<file path="src/rtl/stoplight_monitor.sv">
// stoplight_monitor: checks a two-way stoplight for legal lamp patterns, phase order and dwell times
module stoplight_monitor #(
  parameter int DWELL_A = 11,
  parameter int DWELL_B = 4,
  parameter int DWELL_C = 7,
  parameter int DWELL_D = 4
) (
  input  logic       clk,
  input  logic       reset_n,
  input  logic       ns_red,
  input  logic       ns_yellow,
  input  logic       ns_green,
  input  logic       ew_red,
  input  logic       ew_yellow,
  input  logic       ew_green,
  input  logic       clear_fault,
  output logic [1:0] phase,
  output logic       phase_valid,
  output logic       locked,
  output logic       fault,
  output logic [2:0] fault_code,
  output logic [7:0] cycle_count
);
  typedef enum logic [1:0] {IDLE, ACQUIRE, TRACK} state_t;
  localparam logic [5:0] PAT_A = 6'b001100;
  localparam logic [5:0] PAT_B = 6'b010100;
  localparam logic [5:0] PAT_C = 6'b100001;
  localparam logic [5:0] PAT_D = 6'b100010;
  state_t state, state_n;
  logic [5:0] sample;
  logic primed, legal, fault_n;
  logic [1:0] sp, phase_n;
  logic [7:0] dwell, dwell_n, cycle_n, lim;
  logic [2:0] code, code_n;
  // The sample register is bit-ordered {ns_red, ns_yellow, ns_green, ew_red, ew_yellow, ew_green}
  assign legal = sample == PAT_A || sample == PAT_B || sample == PAT_C || sample == PAT_D;
  assign sp = sample == PAT_B ? 2'd1 : sample == PAT_C ? 2'd2 : sample == PAT_D ? 2'd3 : 2'd0;
  assign lim = phase == 2'd0 ? 8'(DWELL_A) : phase == 2'd1 ? 8'(DWELL_B) :
               phase == 2'd2 ? 8'(DWELL_C) : 8'(DWELL_D);
  assign phase_valid = legal;
  assign locked = state == TRACK;
  // Sample stage; primed keeps the reset-cleared sample from being judged as an illegal pattern
  always_ff @(posedge clk or negedge reset_n)
    if (!reset_n) begin
      sample <= '0;
      primed <= 1'b0;
    end else begin
      sample <= {ns_red, ns_yellow, ns_green, ew_red, ew_yellow, ew_green};
      primed <= 1'b1;
    end
  // State register with the tracking counters and the sticky fault
  always_ff @(posedge clk or negedge reset_n)
    if (!reset_n) begin
      state <= IDLE;
      phase <= 2'd0;
      dwell <= 8'd0;
      cycle_count <= 8'd0;
      fault <= 1'b0;
      fault_code <= 3'd0;
    end else begin
      state <= state_n;
      phase <= phase_n;
      dwell <= dwell_n;
      cycle_count <= cycle_n;
      fault <= fault_n;
      fault_code <= code_n;
    end
  // Next-state decode: phase order A->B->C->D->A is simply phase+1 in two bits
  always_comb begin
    state_n = state;
    phase_n = phase;
    dwell_n = dwell;
    cycle_n = cycle_count;
    code = 3'd0;
    if (primed)
      case (state)
        IDLE:
          if (legal) begin
            state_n = ACQUIRE;
            phase_n = sp;
          end else code = 3'd1;
        ACQUIRE:
          if (!legal) begin
            state_n = IDLE;
            code = 3'd1;
          end else if (sp == phase + 2'd1) begin
            state_n = TRACK;
            phase_n = sp;
            dwell_n = 8'd1;
          end else if (sp != phase) begin
            phase_n = sp;
            code = 3'd2;
          end
        default:
          if (!legal) begin
            state_n = IDLE;
            dwell_n = 8'd0;
            code = 3'd1;
          end else if (sp == phase) begin
            dwell_n = dwell == 8'd255 ? dwell : dwell + 8'd1;
            code = dwell == lim ? 3'd4 : 3'd0;
          end else if (sp == phase + 2'd1) begin
            phase_n = sp;
            dwell_n = 8'd1;
            code = dwell < lim ? 3'd3 : 3'd0;
            cycle_n = phase == 2'd3 ? cycle_count + 8'd1 : cycle_count;
          end else begin
            state_n = ACQUIRE;
            phase_n = sp;
            dwell_n = 8'd0;
            code = 3'd2;
          end
      endcase
    if (clear_fault) begin
      state_n = IDLE;
      dwell_n = 8'd0;
      cycle_n = cycle_count;
    end
    fault_n = clear_fault ? code != 3'd0 : fault | (code != 3'd0);
    code_n = clear_fault ? code : (!fault && code != 3'd0) ? code : fault_code;
  end
endmodule
</file>
<file path="config.mk">
export PLATFORM = sky130hd
export DESIGN_NAME = stoplight_monitor
export DESIGN_NICKNAME = d
export VERILOG_FILES = /design/src/rtl/stoplight_monitor.sv
export SDC_FILE = /design/constraint.sdc
export NUM_CORES = 1
export LEC_CHECK = 0
export CAP_MARGIN = 20
export CORE_UTILIZATION = 40
export CTS_CLUSTER_SIZE = 25
export DETAILED_ROUTE_END_ITERATION = 10
export GPL_TIMING_DRIVEN = 1
export SYNTH_ARGS = -nofsm -noshare
export SYNTH_HDL_FRONTEND = slang
export SYNTH_SLANG_ARGS = --single-unit
</file>
<file path="constraint.sdc">
create_clock -name clk -period 2.55 [get_ports clk]
set_input_delay 0.51 -clock clk [delete_from_list [all_inputs] [get_ports clk]]
set_output_delay 0.51 -clock clk [all_outputs]
set_load 0.02 [all_outputs]
</file>
Word level (Yosys, flattened, before mapping)
Index checks and enable logic that the tools add are counted.
{"block": "op_classes", "addsub": 3, "n_lt_le_gt_ge": 1, "eq_ne": 24, "mux": 45, "n_bitwise": 4, "n_reduce_logical": 15}
{"cell": "two-way mux 8 bit", "count": 7}
{"cell": "two-way mux 2 bit", "count": 24}
{"cell": "two-way mux 3 bit", "count": 6}
{"cell": "adder 8 x 1 -> 8 bit (second input constant)", "count": 2}
{"cell": "one-hot mux 8 bit (2 select lines)", "count": 1}
{"cell": "equality test 6 bit (second input constant)", "count": 2}
{"cell": "!= test 3 bit (second input constant)", "count": 4}
{"cell": "!= test 5 x 3 -> 1 bit (second input constant)", "count": 2}
{"cell": "AND reduction 5 bit", "count": 2}
{"cell": "equality test 8 x 4 -> 1 bit", "count": 1}
{"cell": "equality test 8 bit (second input constant)", "count": 1}
{"cell": "< comparator 8 x 4 -> 1 bit", "count": 1}
{"cell": "one-hot mux 2 bit (2 select lines)", "count": 2}
{"cell": "AND reduction 7 bit", "count": 1}
{"cell": "equality test 2 bit (second input constant)", "count": 3}
{"cell": "equality test 6 x 4 -> 1 bit (second input constant)", "count": 1}
{"cell": "equality test 6 x 5 -> 1 bit (second input constant)", "count": 1}
{"cell": "one-hot mux 3 bit (2 select lines)", "count": 1}
{"cell": "!= test 5 x 4 -> 1 bit (second input constant)", "count": 1}
{"cell": "equality test 2 x 1 -> 1 bit (second input constant)", "count": 2}
{"cell": "equality test 2 bit", "count": 2}
{"cell": "zero test 2 bit", "count": 2}
{"cell": "two-way mux 4 bit", "count": 1}
{"cell": "!= test 4 bit (second input constant)", "count": 1}
{"cell": "14 further kinds", "count": 21}
{"block": "totals", "regBits": 31, "inputBits": 9, "elab_cells": 100}

Logic depth before layout (Yosys ltp)
{"block": "logic_depth", "depth_word": 15, "depth_mapped": 11, "depth_no_buf": 11}

Worst setup path before layout
No wires, ideal clock.
{"block": "synth_path", "path_type": "flip-flop to flip-flop", "start": "reg phase[0]", "end": "reg fault_code[0]", "arrival_ns": 2.503, "path_slack_ns": -0.079, "path_stages_with_launch": 12, "path_buffers": 0, "period_less_slack_ns": 2.629, "path_cell_list": "dfrtp_1 -> inv_1 -> ha_1 -> or2_2 -> inv_1 -> ha_1 -> nor2b_1 -> o21a_1 -> o21ai_0 -> a211o_1 -> a41oi_1 -> o32a_1"}
{"block": "synth_between", "elab_chain_cells": 14, "word_cells_on_any_way": 27}
{"item": "start: declaration", "line_no": "17", "source": "output logic [1:0] phase,"}
{"item": "start signal: assignment", "line_no": "62", "source": "phase <= phase_n;"}
{"item": "equality test 2 bit", "line_no": "39", "source": "phase == 2'd2 ? 8'(DWELL_C) : 8'(DWELL_D);"}
{"item": "two-way mux 2 bit", "line_no": "39"}
{"item": "two-way mux 2 bit", "line_no": "38", "source": "assign lim = phase == 2'd0 ? 8'(DWELL_A) : phase == 2'd1 ? 8'(DWELL_B) :"}
{"item": "two-way mux 4 bit", "line_no": "38"}
{"item": "< comparator 8 x 4 -> 1 bit", "line_no": "105", "source": "code = dwell < lim ? 3'd3 : 3'd0;"}
{"item": "two-way mux 2 bit", "line_no": "105"}
{"item": "two-way mux 2 bit", "line_no": "102", "source": "end else if (sp == phase + 2'd1) begin"}
{"item": "two-way mux 3 bit", "line_no": "99", "source": "end else if (sp == phase) begin"}
{"item": "two-way mux 3 bit", "line_no": "95", "source": "if (!legal) begin"}
{"item": "one-hot mux 3 bit (2 select lines) (*)", "line_no": "76", "source": "case (state)"}
{"item": "two-way mux 3 bit (*)", "line_no": "75", "source": "if (primed)"}
{"item": "nonzero test 3 bit", "line_no": "120", "source": "code_n = clear_fault ? code : (!fault && code != 3'd0) ? code : fault_code;"}
{"item": "logical AND 1 bit", "line_no": "120"}
{"item": "nonzero test 2 bit (no line)"}
{"item": "end signal: assignment", "line_no": "66", "source": "fault_code <= code_n;"}
{"item": "end: declaration", "line_no": "21", "source": "output logic [2:0] fault_code,"}
Mark *: on every way between the ends. The rest lies on a longest branch, timed or not. The select of a mux whose other input is x is not followed.
A chain may end at the register's enable or synchronous reset.

Final worst setup path
Same ends and word-level chain as after synthesis.

==> reports/qor.csv <==
stage,metric,value,unit
run_status,outcome,finished clean,
timing,final setup vio count,0,
detailed_routing,Post-route DRC,0,
timing,RSZ-0062 raised after global routing,no,
power_and_ir_drop,PD cells,493,nW/um^2
place,Place WS,0.0585,ns
setup_path,Setup Crit Path Kind,reg -> reg,
finish,"commonest non-fill, non-tap cell in the layout",dfrtp_1,
timing,Clock Skews,0.00695,ns
finish,antenna cells,0,
timing,"Min Clock Period, post-route",2.41,ns
global_route,Total GRT Usage,18.7,%
finish,Multi-input gate area,1050,um^2
clocking,Max clock buf depth,2,
clocking,"Hold-fix buffers, CTS",0,
timing,final period utilization,94.6,%
yosys,Post-Synth Adder-Cell Area,6.01,%
global_route,largest net degree at the start of global routing,32,
floorplanning,Die Y,70.5,um
detailed_routing,router iterations before antenna repair,6,
detailed_routing,drt total wl,4240,um
global_route,number of global-route vias before repair,1644,
worst_hold_path,Hold Path End,cycle_count[7],
setup_path,WP data required,2.72,ns
power_and_ir_drop,Max VDD drop,0.000310,V
finish,share of layout cells above drive strength 1,15.0,%
floorplanning,row cnt,24,
floorplanning,DIE WIDTH,70.5,um
finish,most frequent cells in the layout,"dfrtp_1 (30), clkdlybuf4s50_1 (23), nand2_1 (15), a21oi_1 (13), nor2_1 (11)",
clocking,# Post-CTS Setup Buffers,0,
yosys,Synth top area share,41.4,%
detailed_routing,Vias,1644,
floorplanning,I/O pins,25,
clocking,CTS Root Cell,clkbuf_8,
power_and_ir_drop,Lkg Pwr,0.000948,uW
clocking,"Clk Latency, worst-skew pair",0.28,ns
finish,Fillers,407,
place,RD Place Congestion,0.905,
setup_path,Worst setup SP type,flop,
setup_path,Worst Setup End Kind,flop,
floorplanning,CORE AREA,4410,um^2
yosys,Yosys top cell by area,dfrtp_1,
yosys,Mapped Area,1870,um^2
run,maxcap violations,0,
detailed_routing,post-DR vias/cell,5.91,
timing,Least-Margin Pin Slew,0.598,ns
worst_hold_path,min-delay src,cycle_count[7],
timing,Slew HR,59.7,%
yosys,Ys Warns,0,
detailed_routing,Routed Antenna Nets,0,
global_route,first-pass GRT wire length,7220,um
setup_path,reg2reg end,fault_code[0],
timing,final hold vios,0,
finish,final net count,243,
timing,Final Max Slew Viols,0,
detailed_routing,Starting DRT DRC Count,163,
clocking,clock sinks,31,
yosys,#FFs+latches synth,31,
yosys,Compound-Gate Fraction of Synth Area,18.4,%
timing,setup tns final,0,ns
yosys,XOR/XNOR Fraction of Synth Area,5.54,%
place,DP Wirelength,3200,um
detailed_routing,DR WL/cell,15.3,um
yosys,Syn Inst Count,189,
power_and_ir_drop,Total Power,1140,uW
worst_hold_path,Hold Path Class,reg -> reg,
floorplanning,DIE AREA,4960,um^2
global_route,total gr overflow,0,
timing,Final WS setup,0.139,ns
clocking,clk slew on worst S/H paths,0.07,ns
yosys,largest cells by area after synthesis,"dfrtp_1 (41%), ha_1 (6.0%), xnor2_1 (3.7%), a21oi_1 (3.5%), nand2_1 (3.0%)",
timing,FMAX,0.415,GHz
finish,register area,777,um^2
clocking,CTS H-tree depth,2,
yosys,Synth async-reset ratio,100,%
finish,area delta synth->final,23.3,%
worst_hold_path,Hold Path Stages,1,
setup_path,crit path max fanout,4,
global_route,initial antenna violation count,0,
yosys,Unique masters post-synth,51,
setup_path,R2R cell count,11,
timing,Hold Worst Slack,0.477,ns
setup_path,reg-to-reg setup timing slack,0.14,ns
yosys,Syn Area/Cell,9.92,um^2
yosys,simple-gate share of the synthesized area,23.9,%
yosys,"Seq/Total Area, Yosys",41.4,%
yosys,largest family of logic cells by synthesized area,simple AND/OR/NAND/NOR gates,
clocking,TritonCTS clock tree,done,
yosys,Post-synth EDFFs,0,
place,Port-buffer cells,24,
setup_path,critical path arrival,2.58,ns
setup_path,r2r startpoint,phase[0],
yosys,syn nets,207,
yosys,post-synthesis mux area share,1.13,%
clocking,CTS buffer count,5,
floorplanning,Starting Density,42.5,%
yosys,main flop type after synthesis,dfrtp_1,
==> layout make-up <==
class | instances | share of cell area, %
Timing Repair Buffer | 33 | 13.1
Clock inverter | 1 | 0.217
Tap cell | 52 | 2.82
Inverter | 9 | 1.46
Clock buffer | 7 | 3.30
Multi-Input combinational cell | 145 | 45.5
Sequential cell | 31 | 33.6
==> report_power, final <==
group	internal, uW	leakage (uW)	switching [uW]
sequential	507	0.000408	15.7
clock	191	0.0000422	172
combinational	109	0.000497	143
==> metrics by stage <==
step	std cells	area (um^2)	util, %
4_1_cts	278	2300	52.1
3_3_place_gp	270	2220	50.3
5_1_grt	278	2310	52.4
2_1_floorplan	189	1880	-
3_5_place_dp	270	2220	50.3
6_report	278	2310	52.4
==> critical path: stages, from the launching register on <==
cell     delay [ns]
dfrtp_2        0.36
inv_1          0.08
ha_1           0.23
or2_2          0.31
inv_1          0.07
ha_1           0.23
nor2b_1        0.14
o21a_1         0.17
o21ai_2        0.13
a211o_1        0.16
a41oi_1        0.12
o32a_1         0.30
==> Yosys cell counts (2+ instances only) <==
master    number
and3_1         4
nand4_1        7
o41ai_1        4
nand2_1       15
xnor2_1        8
clkbuf_1       2
nor4_1         6
dfrtp_1       31
or4b_1         4
a211oi_1       2
nand3b_1       2
o211ai_1       2
or2_2          4
ha_1           9
o21ai_0        9
nor2b_1        4
xor2_1         2
nand3_1        4
a21oi_1       13
or4_1          3
a211o_1        2
inv_1          8
o31ai_1        4
and4bb_1       2
nor2_1        11
buf_6          2
==> how the worst max path moves through the flow <==
stage	start	to	slack [ns]	cells past startpoint
floorplan	phase[0]	fault_code[0]	0.04	11
global placement	phase[0]	fault_code[0]	0.14	11
detailed placement	phase[0]	fault_code[0]	0.06	11
CTS	phase[0]	fault_code[0]	0.03	11
global route	sample[3]	dwell[7]	0.01	6
finish	phase[0]	fault_code[0]	0.14	11
==> registers in the layout, summed over array words and instances (netlist names) <==
register     flops
sample           6
phase            2
cycle_count      8
dwell            8
state            2
fault_code       3
fault            1
primed           1
==> per-layer routing <==
| layer | up-vias | wire (um) | share of wire [%] | GRT usage [%] |
|---|---|---|---|---|
| met1 | 786 | 1860 | 44 | 22.8 |
| li1 | 792 | - | - | - |
| met2 | 50 | 2040 | 48 | 29.7 |
| met5 | - | 0 | 0 | 0 |
| met3 | 16 | 204 | 4.8 | 5.19 |
| met4 | 0 | 132 | 3.1 | 10.2 |
==> timing repair <==
item	4_1_cts	5_1_grt
endpoints found under the setup margin	1	9
pin swaps	0	3
gates resized for setup	1	8
endpoints found under the hold margin	0	0
==> kinds of logic (layout without fill, tap and decap cells) <==
kind of cell,after synthesis,in the layout
flip-flops,31,31
AND/OR/NAND/NOR,72,72
XOR/XNOR,11,11
AO/OA/AOI/OAI,50,50
multiplexers,2,2
adder cells (fa/ha/maj),9,9
buffers and inverters,13,50
other,1,1
No activity file was read; power rests on OpenSTA's default activity.
